`src/rtl/hamming_enc_inj.sv`:
```
// Hamming SEC encoder with a one-deep valid/ready output register and error injection.
// Define HAMMING_SECDED_EN to append an overall even-parity bit (SECDED codeword).
module hamming_enc_inj #(
  parameter int K    = 4,
  parameter int CNTW = 16,
  localparam int R = ((2**2) >= (K + 3)) ? 2 :
                     ((2**3) >= (K + 4)) ? 3 :
                     ((2**4) >= (K + 5)) ? 4 :
                     ((2**5) >= (K + 6)) ? 5 :
                     ((2**6) >= (K + 7)) ? 6 : 7,
  localparam int N = K + R,
`ifdef HAMMING_SECDED_EN
  localparam int CW = N + 1
`else
  localparam int CW = N
`endif
) (
  input  logic            clock,
  input  logic            reset_n,
  input  logic            in_valid,
  output logic            in_ready,
  input  logic [K-1:0]    in_data,
  input  logic [1:0]      inj_mode,
  input  logic [5:0]      inj_pos,
  output logic            out_valid,
  input  logic            out_ready,
  output logic [CW-1:0]   out_code,
  output logic [CNTW-1:0] inj_count
);

  localparam logic [6:0] CW_P = 7'(CW);

  logic            out_valid_q, out_valid_d;
  logic [CW-1:0]   out_code_q, out_code_d;
  logic [CNTW-1:0] inj_count_q, inj_count_d;
  logic [6:0]      wpos_q, wpos_d;
  logic            xfer_s;
  logic [6:0]      flip_pos_s;
  logic [CW-1:0]   code_s;

  // Data fills the non-power-of-two positions in order; parity 2^i covers every position with bit i set.
  function automatic logic [N-1:0] hamming_encode(input logic [K-1:0] d);
    logic [N-1:0] c;
    logic         par;
    int           di;
    c  = '0;
    di = 0;
    for (int p = 1; p <= N; p++) begin
      if ((p & (p - 1)) != 0) begin
        c[p-1] = d[di];
        di = di + 1;
      end
    end
    for (int i = 0; i < R; i++) begin
      par = 1'b0;
      for (int p = 1; p <= N; p++) begin
        if (((p >> i) & 1) == 1) begin
          par = par ^ c[p-1];
        end
      end
      c[(1 << i) - 1] = par;
    end
    return c;
  endfunction

  assign in_ready  = !out_valid_q || out_ready;
  assign xfer_s    = in_valid && in_ready;
  assign out_valid = out_valid_q;
  assign out_code  = out_code_q;
  assign inj_count = inj_count_q;

  // Select the flip position for the word on offer; 0 means no flip.
  always_comb begin
    flip_pos_s = 7'd0;
    case (inj_mode)
      2'd1: begin
        if (({1'b0, inj_pos} >= 7'd1) && ({1'b0, inj_pos} <= CW_P)) begin
          flip_pos_s = {1'b0, inj_pos};
        end else begin
          flip_pos_s = 7'd0;
        end
      end
      2'd2:    flip_pos_s = wpos_q;
      default: flip_pos_s = 7'd0;
    endcase
  end

  // Encode, add overall parity before injection, then apply the flip.
  always_comb begin
    code_s = '0;
    code_s[N-1:0] = hamming_encode(in_data);
`ifdef HAMMING_SECDED_EN
    code_s[N] = ^code_s[N-1:0];
`endif
    for (int p = 1; p <= CW; p++) begin
      if (flip_pos_s == 7'(p)) begin
        code_s[p-1] = ~code_s[p-1];
      end else begin
        code_s[p-1] = code_s[p-1];
      end
    end
  end

  // Next-state for the output register, walking position and saturating counter.
  always_comb begin
    out_valid_d = out_valid_q;
    out_code_d  = out_code_q;
    inj_count_d = inj_count_q;
    wpos_d      = wpos_q;
    if (xfer_s) begin
      out_valid_d = 1'b1;
      out_code_d  = code_s;
      if (inj_mode == 2'd2) begin
        if (wpos_q >= CW_P) begin
          wpos_d = 7'd1;
        end else begin
          wpos_d = wpos_q + 7'd1;
        end
      end else begin
        wpos_d = 7'd1;
      end
      if ((flip_pos_s != 7'd0) && (inj_count_q != {CNTW{1'b1}})) begin
        inj_count_d = inj_count_q + CNTW'(1);
      end else begin
        inj_count_d = inj_count_q;
      end
    end else if (out_ready) begin
      out_valid_d = 1'b0;
    end else begin
      out_valid_d = out_valid_q;
    end
  end

  // State registers with synchronous active-low reset.
  always_ff @(posedge clock) begin
    if (!reset_n) begin
      out_valid_q <= 1'b0;
      out_code_q  <= '0;
      inj_count_q <= '0;
      wpos_q      <= 7'd1;
    end else begin
      out_valid_q <= out_valid_d;
      out_code_q  <= out_code_d;
      inj_count_q <= inj_count_d;
      wpos_q      <= wpos_d;
    end
  end

endmodule

```
`config.mk`:
```
export PLATFORM = sky130hd
export DESIGN_NAME = hamming_enc_inj
export DESIGN_NICKNAME = d
export VERILOG_FILES = /design/src/rtl/hamming_enc_inj.sv
export SDC_FILE = /design/constraint.sdc
export NUM_CORES = 1
export LEC_CHECK = 0
export ABC_AREA = 1
export CORE_ASPECT_RATIO = 1.75
export CORE_UTILIZATION = 30
export CTS_CLUSTER_DIAMETER = 100
export DETAILED_ROUTE_END_ITERATION = 10
export GPL_TIMING_DRIVEN = 0
export MAX_ROUTING_LAYER = met4
export PLACE_DENSITY = 0.49
export SLEW_MARGIN = 0
export SYNTH_ARGS = -nofsm -noshare
export SYNTH_HDL_FRONTEND = slang
export SYNTH_SLANG_ARGS = --single-unit
```
`constraint.sdc`:
```
create_clock -name clock -period 4.7 [get_ports clock]
set_clock_uncertainty 0.2 [all_clocks]
set_input_delay 0.47 -clock clock [delete_from_list [all_inputs] [get_ports clock]]
set_output_delay 0.47 -clock clock [all_outputs]
set_load 0.01 [all_outputs]
```
==> impl_metrics.env <==
export IMPL_cp_top_family="buffers and inverters"
export IMPL_slowest_delay_ns=0.48
export IMPL_syn_nets=316
export IMPL_cp_max_fo=10
export IMPL_grt_total_usage=0.170
export IMPL_clock_latency_ns=0.27
export IMPL_clockRootBuffer="clkbuf_16"
export IMPL_final_area_um2=2660
export IMPL_grt_first_pass_wirelength_um=8900
export IMPL_hold_depth=2
export IMPL_path_cells="clkdlybuf4s50_1, inv_1, ha_1, inv_2, nand3_1, nand3_2, a21oi_2, nand3_4, buf_4, nand3_1, a21oi_2"
export IMPL_grt_ovfl_total=0
export IMPL_slowest_stage="clkdlybuf4s50_1"
export IMPL_period_share=0.523
export IMPL_min_path_type="flop to flop"
export IMPL_critical_path_class="input port to flop"
export IMPL_status="complete, no violations"
export IMPL_finalPower_mw=0.687
export IMPL_via_per_inst=4.66
export IMPL_initial_utilization=0.311
export IMPL_tns_ns=0
export IMPL_synth_edf_count=0
export IMPL_p_per_area_nw_per_um2=258
export IMPL_r2r_cells=9
export IMPL_die_area_um2=7070
export IMPL_combPwrFrac=0.150
export IMPL_min_period_ns=2.46
export IMPL_worstSetupStartpointType="input port"
export IMPL_worst_path_stages=11
export IMPL_antenna_found_initial=0
export IMPL_drtPass1Iterations=4
export IMPL_cell_internal_pwr_mw=0.512
export IMPL_first_global_vias=1876
export IMPL_drive_gt1_frac=0.145
export IMPL_nNetsFinal=363
export IMPL_ios=41
export IMPL_diodes=0
export IMPL_cts_clk_slew_worst_paths_ns=0.05
export IMPL_synth_seq_cells=31
export IMPL_placed_area_um2=2520
export IMPL_yosys_warnings=0
export IMPL_required_ns=4.63
export IMPL_ys_seq_area_frac=0.308
export IMPL_synth_most_common_cell="nand2_1"
export IMPL_gp_congestion=0.940
export IMPL_yosys_top_cells_area="dfxtp_1, nand2_1, nand3_1"
export IMPL_synth_top_area_cell="dfxtp_1"
export IMPL_setup_viol=0
export IMPL_hold_ws_ns=0.252
export IMPL_synth_cell_types=28
export IMPL_crit_buf_inv=4
export IMPL_reg2reg_slack_ns=2.80
export IMPL_max_freq_mhz=407
export IMPL_drc=0
export IMPL_ir_worst_vdd_mv=0.165
export IMPL_numCtsBuffers=5
export IMPL_area_delta_synth_final_pct=31.7
export IMPL_crit_path_end_kind="flop"
export IMPL_io_buffers=40
export IMPL_rsz0062_at_grt="no"
export IMPL_drtIter0Drc=76
export IMPL_slew_violations=0
export IMPL_wirelength_um=5330
export IMPL_ctsResizeCount=0
export IMPL_wl_per_cell_um=12.5
export IMPL_swShare=0.255
export IMPL_synth_commonest_cells="nand2_1, nand3_1, inv_1, nor2_1, dfxtp_1"
export IMPL_finalHoldViolations=0
export IMPL_cap_violations=0
export IMPL_clockPowerShare=0.447
export IMPL_synthCells=296
export IMPL_power_leakage_nw=1.08
export IMPL_die_h_um=111
export IMPL_cts_tree="built"
export IMPL_p_seq_frac=0.402
export IMPL_die_w_um=64
export IMPL_rows=39
export IMPL_synthArstFlopShare=0
export IMPL_syn_area_per_cell_um2=6.82
export IMPL_hold_buffers=0
export IMPL_core_area_um2=6490
export IMPL_ant_nets=0
export IMPL_clock_sinks=31
export IMPL_cts_setup_buffers=0
export IMPL_htreeDepth=2
export IMPL_vias=1987
export IMPL_max_slew_margin_rel=0.604
export IMPL_clk_path_buf_depth=2
export IMPL_dp_hpwl_um=4150
export IMPL_ys_flop_type="dfxtp_1"
export IMPL_switchingPower_mw=0.175
export IMPL_grt_max_degree=11
export IMPL_tightest_slew_ns=0.593
export IMPL_crit_arrival_ns=2.39
export IMPL_synthesis_area_um2=2020
export IMPL_synth_top_area_frac=0.308
## logic make-up (layout without fill, tap and decap cells)
kind of cell | Yosys count | count (layout) | share of synthesized area
AND/OR/NAND/NOR | 169 | 169 | 0.400
buffers and inverters | 50 | 98 | 0.110
flip-flops | 31 | 31 | 0.308
AO/OA/AOI/OAI | 26 | 26 | 0.0880
XOR/XNOR | 16 | 16 | 0.0694
adder cells (fa/ha/maj) | 4 | 4 | 0.0248
## layout by cell type, fill, tap and decap left out, drive strengths merged
cell type and n:
xnor2 4, ha 4, clkdlybuf4s50 40, nand3 45, o21ai 3, clkinv 1, buf 6, nand4 10
clkbuf 10, o21bai 1, nor3 5, a21oi 22, dfxtp 31, nor2 38, inv 41, nand2 71
xor2 12
## through the flow
stage          setup WS (ns)  cells  utilization
6_report                2.24    426        0.410
5_1_grt                 2.08    426        0.410
4_1_cts                 2.23    426        0.410
3_5_place_dp            1.94    418        0.388
3_3_place_gp            1.97    418        0.388
2_1_floorplan           2.69    296            -
## path summary, 6_finish.rpt
check,start,end
setup / recovery,inj_mode[0],inj_count[7]
hold / removal,wpos_q[4],wpos_q[4]
setup reg to reg,inj_count[0],inj_count[7]
hold reg to reg,wpos_q[4],wpos_q[4]
## state kept, by name, indices dropped and copies added (netlist names)
name,cells
out_valid,1
out_code,7
inj_count,16
wpos_q,7
## per-layer routing
layer  GRT usage  up-vias  wire (um)
met1       0.163      907       1950
li1            -     1038          -
met4      0.0742        0         44
met3      0.0269        2        207
met2       0.320       40       3120
met5           -        -          0
## power by group through the flow
stage	logic, mW	clock network (mW)	registers (mW)
floorplan	0.0590	0	0.284
global placement	0.105	0	0.282
CTS	0.106	0.324	0.276
finish	0.103	0.307	0.276
detailed placement	0.105	0	0.282
global route	0.115	0.329	0.277
## cell type report
| class | instances | area (um^2) |
|---|---|---|
| inverter | 41 | 156 |
| buffer | 9 | 65.1 |
| timing repair buffer | 40 | 400 |
| clock inverter | 1 | 5.00 |
| clock buffer | 7 | 133 |
| tap | 82 | 103 |
| multi-input combinational | 215 | 1180 |
| sequential | 31 | 621 |
| fill | 714 | 3830 |
## tightest hold or removal path, cell delays in order (launching register included)
cell and delay (ns):
dfxtp_1 0.31, nand2_1 0.06, nor2_1 0.03
Power figures use the tool's default switching activity.
